## src/rtl/drum_voice.sv

```systemverilog
// drum_voice: triggered percussion voice mixing a sine table and LFSR noise,
// shaped by a linear decay envelope and emitted once per sample tick.
module drum_voice #(
   parameter int OUT_W      = 8,
   parameter int PHASE_W    = 24,
   parameter int LUT_LOG2   = 5,
   parameter int ENV_W      = 8,
   parameter int SAMPLE_DIV = 1024
) (
   input  logic               clk,
   input  logic               reset,
   input  logic               trig,
   input  logic [PHASE_W-1:0] tune,
   input  logic [7:0]         decay,
   input  logic [1:0]         mode,
   output logic [OUT_W-1:0]   sample_out,
   output logic               sample_valid,
   output logic               busy
);

   localparam int  MID   = 1 << (OUT_W - 1);
   localparam int  N     = 1 << LUT_LOG2;
   localparam int  DIV_W = (SAMPLE_DIV > 1) ? $clog2(SAMPLE_DIV) : 1;
   localparam int  MIX_W = OUT_W + ENV_W + 2;
   localparam real PI    = 3.14159265358979;

   localparam logic signed [MIX_W-1:0] MID_S   = MIX_W'(MID);
   localparam logic [ENV_W-1:0]        ENV_MAX = {ENV_W{1'b1}};
   localparam logic [DIV_W-1:0]        DIV_TOP = DIV_W'(SAMPLE_DIV - 1);
   localparam logic [15:0]             SEED    = 16'hACE1;

   typedef enum logic {
      IDLE,
      PLAY
   } state_t;

   function automatic logic [OUT_W-1:0] lut_val(input int k);
      real a;
      a = real'(MID) + real'(MID - 1) * $sin(2.0 * PI * real'(k) / real'(N));
      return OUT_W'($rtoi(a + 0.5));
   endfunction

   state_t               state_q, state_d;
   logic [DIV_W-1:0]     div_cnt_q, div_cnt_d;
   logic [15:0]          lfsr_q, lfsr_d;
   logic [PHASE_W-1:0]   phase_q, phase_d;
   logic [ENV_W-1:0]     env_q, env_d;
   logic [7:0]           dcnt_q, dcnt_d;
   logic [OUT_W-1:0]     sample_q, sample_d;
   logic                 valid_q, valid_d;

   logic                 tick;
   logic                 fb;
   logic [LUT_LOG2-1:0]  idx;
   logic [OUT_W-1:0]     lut [N];
   logic [OUT_W-1:0]     tone_u;
   logic [OUT_W-1:0]     noise_u;
   logic signed [MIX_W-1:0] s_tone;
   logic signed [MIX_W-1:0] s_noise;
   logic signed [MIX_W-1:0] s_mix;
   logic signed [MIX_W-1:0] env_s;
   logic signed [MIX_W-1:0] prod;
   logic [OUT_W-1:0]     y;

   // Sine table is a set of elaboration-time constants.
   for (genvar k = 0; k < N; k++) begin : g_lut
      localparam logic [OUT_W-1:0] V = lut_val(k);
      assign lut[k] = V;
   end

   assign tick = (div_cnt_q == DIV_TOP);
   assign idx  = phase_q[PHASE_W-1 -: LUT_LOG2];
   assign fb   = lfsr_q[15] ^ lfsr_q[13] ^ lfsr_q[12] ^ lfsr_q[10];

   always_comb begin
      tone_u  = lut[idx];
      noise_u = lfsr_q[15 -: OUT_W];
      s_tone  = $signed({{(MIX_W - OUT_W){1'b0}}, tone_u}) - MID_S;
      s_noise = $signed({{(MIX_W - OUT_W){1'b0}}, noise_u}) - MID_S;
      env_s   = $signed({{(MIX_W - ENV_W){1'b0}}, env_q});
      s_mix   = s_tone;
      unique case (mode)
         2'd0:    s_mix = s_tone;
         2'd1:    s_mix = s_noise;
         default: s_mix = (s_tone + s_noise) >>> 1;
      endcase
      prod = s_mix * env_s;
      y    = OUT_W'(MID);
      if (state_q == PLAY) begin
         y = OUT_W'(MID_S + (prod >>> ENV_W));
      end
   end

   always_comb begin
      div_cnt_d = tick ? '0 : div_cnt_q + DIV_W'(1);
      lfsr_d    = tick ? {lfsr_q[14:0], fb} : lfsr_q;
      sample_d  = tick ? y : sample_q;
      valid_d   = tick;
   end

   always_comb begin
      state_d = state_q;
      phase_d = phase_q;
      env_d   = env_q;
      dcnt_d  = dcnt_q;
      if (trig) begin
         // A trigger wins over the tick update on the same edge.
         state_d = PLAY;
         phase_d = '0;
         env_d   = ENV_MAX;
         dcnt_d  = '0;
      end else begin
         unique case (state_q)
            IDLE: state_d = IDLE;
            PLAY: begin
               if (tick) begin
                  phase_d = phase_q + tune;
                  if (dcnt_q == decay) begin
                     dcnt_d = '0;
                     env_d  = env_q - ENV_W'(1);
                     if (env_q == ENV_W'(1)) begin
                        state_d = IDLE;
                     end
                  end else begin
                     dcnt_d = dcnt_q + 8'd1;
                  end
               end
            end
            default: state_d = IDLE;
         endcase
      end
   end

   always_ff @(posedge clk) begin
      if (reset) begin
         state_q   <= IDLE;
         div_cnt_q <= '0;
         lfsr_q    <= SEED;
         phase_q   <= '0;
         env_q     <= '0;
         dcnt_q    <= '0;
         sample_q  <= OUT_W'(MID);
         valid_q   <= 1'b0;
      end else begin
         state_q   <= state_d;
         div_cnt_q <= div_cnt_d;
         lfsr_q    <= lfsr_d;
         phase_q   <= phase_d;
         env_q     <= env_d;
         dcnt_q    <= dcnt_d;
         sample_q  <= sample_d;
         valid_q   <= valid_d;
      end
   end

   assign sample_out   = sample_q;
   assign sample_valid = valid_q;
   assign busy         = (state_q == PLAY);

endmodule

```

## config.mk

```make
export PLATFORM = sky130hd
export DESIGN_NAME = drum_voice
export DESIGN_NICKNAME = d
export VERILOG_FILES = /design/src/rtl/drum_voice.sv
export SDC_FILE = /design/constraint.sdc
export NUM_CORES = 1
export LEC_CHECK = 0
export CORE_MARGIN = 5
export CORE_UTILIZATION = 35
export DETAILED_ROUTE_END_ITERATION = 16
export PLACE_DENSITY_LB_ADDON = 0.25
export SLEW_MARGIN = 30
export SYNTH_ARGS = -nofsm -noshare
export SYNTH_HDL_FRONTEND = slang
export SYNTH_SLANG_ARGS = --single-unit
```

## constraint.sdc

```tcl
create_clock -name clk -period 8.4 [get_ports clk]
set_input_delay 0.84 -clock clk [delete_from_list [all_inputs] [get_ports clk]]
set_output_delay 0.84 -clock clk [all_outputs]
set_load 0.05 [all_outputs]
```

==> metrics.txt <==
Finished Layout Cells between 1000 and 1500; number of routed nets with antenna violations 0; first-pass GRT wire length roughly 29000 um; Max Slew Vio Count 0; Reg2Reg Setup Slack 0.64 ns; Die ar. 24600 um^2; Reg2Reg Depth 31; filler cell count about 2200; Chip Height around 160 um; sequential area share after synthesis slightly above 20%; grt ovf 0; core footprint 21100 um^2; HPWL Detailed between 10000 and 15000 um; max cap viols 0; First-pass DRT Iterations 4; Cell Area, Synth around 7500 um^2; most numerous cell on the critical path fa_1; worst path required time about 8.6 ns; Ys Warns 0; crit path kind register to register; vias in the first global route 5988; initial antenna violation count 0; PostCTS Resize Cnt 0; EDFF count, synth 0; P_leak 3.70 nW; Max Root-Sink Buffers 2; Reg-to-Reg Start phase_q[19]; Final min period 7.76 ns; Rows 53; Fmax 129 MHz; clock slew at reported path FFs about 0.06 ns; placer congestion estimate between 0.8 and 0.9; Cell variety after synth between 70 and 80; Residual DRC 0; pre-CTS setup slack slightly above 0.5 ns; Tcrit/Tclk final 92.4%; WL per Instance around 14 um; Post-Place Cells about 1200; Worst Hold Path EP phase_q[8]; Crit. End Element register; setup total negative slack 0 ns; drt via density approximately 4.9; Worst path depth 31; min-delay src phase_q[8]; Skew-Pair Late Insertion Delay between 0.3 and 0.4 ns; final core occ between 40% and 50%; Clock Tree Root clkbuf_16; total number of vias roughly 6000; crit path from phase_q[19]; Crit-path slowest cell fa_1; GRT Total Usage ~14%; CTS tree done; WL final 16800 um; First DRT Iteration DRCs 282; Worst EP arrival between 7 and 8 ns; final setup vio count 0; Hold Path Class register to register; status complete, no violations; final worst-path setup slack roughly 0.64 ns; I/O pin count 47; slowest cell delay on critical path 0.58 ns; PD cells approximately 130 nW/um^2; syn_nets 1081; die width ~160 um; ys async rst share 0%; initial core utilization a little over a third; crit-path leading delay family adder cells; RSZ-0062 raised after global routing no; FF+latch area about 1500 um^2; share of cells above drive strength 1 between 5 and 6%; port bufs 46; Hold Buf Count CTS 0; actual slew at the worst max-slew pin 0.816 ns; Area growth syn-to-layout 12.8%; Post-synth top flop dfxtp_1; WHS Path Cells 2; final net count 1108; Yosys reg bits 76; diode count 0; CTS Buf Count 9; multi-input logic area 5490 um^2; clk_skew between 0.009 and 0.01 ns; Synth Instances a little over 900; setup bufs post-CTS 0; largest net degree at the start of global routing 37; Worst Path Buf+Inv 4; normalized max-slew margin a little under half; Startpoint Class register; maximum vdd drop around 120 uV; CTS sink cnt 76; final hold vios 0; crit path max fanout 10; Mean Syn Cell Area between 8 and 9 um^2; CTS H-tree lvls 3; FF-to-FF End sample_out[7]
cell type report:
type | count | share of cell area [%]
Multi-Input combinational cell | 710 | 64.6
Sequential cell | 76 | 17.9
Timing Repair Buffer | 49 | 5.68
Inverter | 99 | 4.37
Tap cell | 275 | 4.05
Clock buffer | 10 | 2.81
Clock inverter | 4 | 0.603
flip-flops by register name, indices dropped and copies added (netlist names):
signal        count
phase_q          24
lfsr_q           16
div_cnt_q        10
dcnt_q            8
env_q             8
sample_out        8
busy              1
sample_valid      1
kinds of logic after synthesis:
logic type               synth area share (%)
AND/OR/NAND/NOR                          21.4
AO/OA/AOI/OAI                            15.4
buffers and inverters                    7.01
adder cells (fa/ha/maj)                  26.3
flip-flops                               20.2
XOR/XNOR                                 8.23
multiplexers                             1.51
how the worst max path moves through the flow:
| stage | slack, ns | endpoint |
|---|---|---|
| 6_report | 0.64 | sample_out[7] |
| 4_1_cts | 0.47 | sample_out[7] |
| 3_5_place_dp | 0.50 | sample_out[7] |
| 3_3_place_gp | 0.67 | sample_out[7] |
| 5_1_grt | 0.02 | sample_out[7] |
| 2_1_floorplan | 1.16 | sample_out[7] |
layout by cell type (no fill, tap or decap), drive strengths merged, types with 9 or more instances in the layout:
cell type	instances
a21o	13
a21oi	65
and2	40
and3	10
clkbuf	10
clkdlybuf4s50	46
dfxtp	76
fa	54
ha	72
inv	97
nand2	125
nand2b	11
nand3	26
nand3b	9
nor2	48
nor3	19
o211ai	9
o21ai	43
o31ai	9
xnor2	35
xor2	35
metal layers:
metal	up-vias	global-route usage [%]	share of wire, %
met3	15	2.38	3.0
met1	2836	19.6	49
met4	0	3.72	1.4
met2	72	23.6	47
li1	3126	-	-
met5	-	0	0
metrics by stage:
stage / hold WS (ns) / power, W / area, um^2
global placement: 0.444 / 0.000735 / 8210
floorplan: 0.430 / 0.000651 / 7540
finish: 0.457 / 0.00111 / 8500
detailed placement: 0.449 / 0.000738 / 8210
global route: 0.479 / 0.00121 / 8500
CTS: 0.457 / 0.00114 / 8500
cell usage after synthesis (8+ instances only):
master,n,share of area (%)
dfxtp_1,76,20
and3_1,10,0.83
inv_1,96,4.8
xor2_1,34,4.0
xnor2_1,35,4.1
nand3b_1,9,0.90
fa_1,54,14
mux2i_1,8,1.1
a21o_1,13,1.3
nor3_1,17,1.1
o21ai_0,37,2.5
clkbuf_1,23,1.1
ha_1,72,12
and2_1,34,2.8
nor2_1,47,2.3
a21oi_1,63,4.2
nand2_1,122,6.1
o211ai_1,9,0.90
nand3_1,26,1.7
nand2b_1,11,0.91
power by group:
group	internal [W]	leakage, nW	switching, W	total (W)
Clock	0.000235	0.140	0.000155	0.000390
Combinational	0.000156	2.95	0.000191	0.000347
Sequential	0.000365	0.616	0.0000123	0.000377
worst register-to-register path, delay by kind of cell (launching register included):
kind | cells | cell delay (ns)
adder cells (fa/ha/maj) | 7 | 3.19
AO/OA/AOI/OAI | 13 | 2.68
AND/OR/NAND/NOR | 5 | 0.63
flip-flops | 1 | 0.50
buffers and inverters | 4 | 0.33
XOR/XNOR | 2 | 0.29
Power figures use the tool's default switching activity.
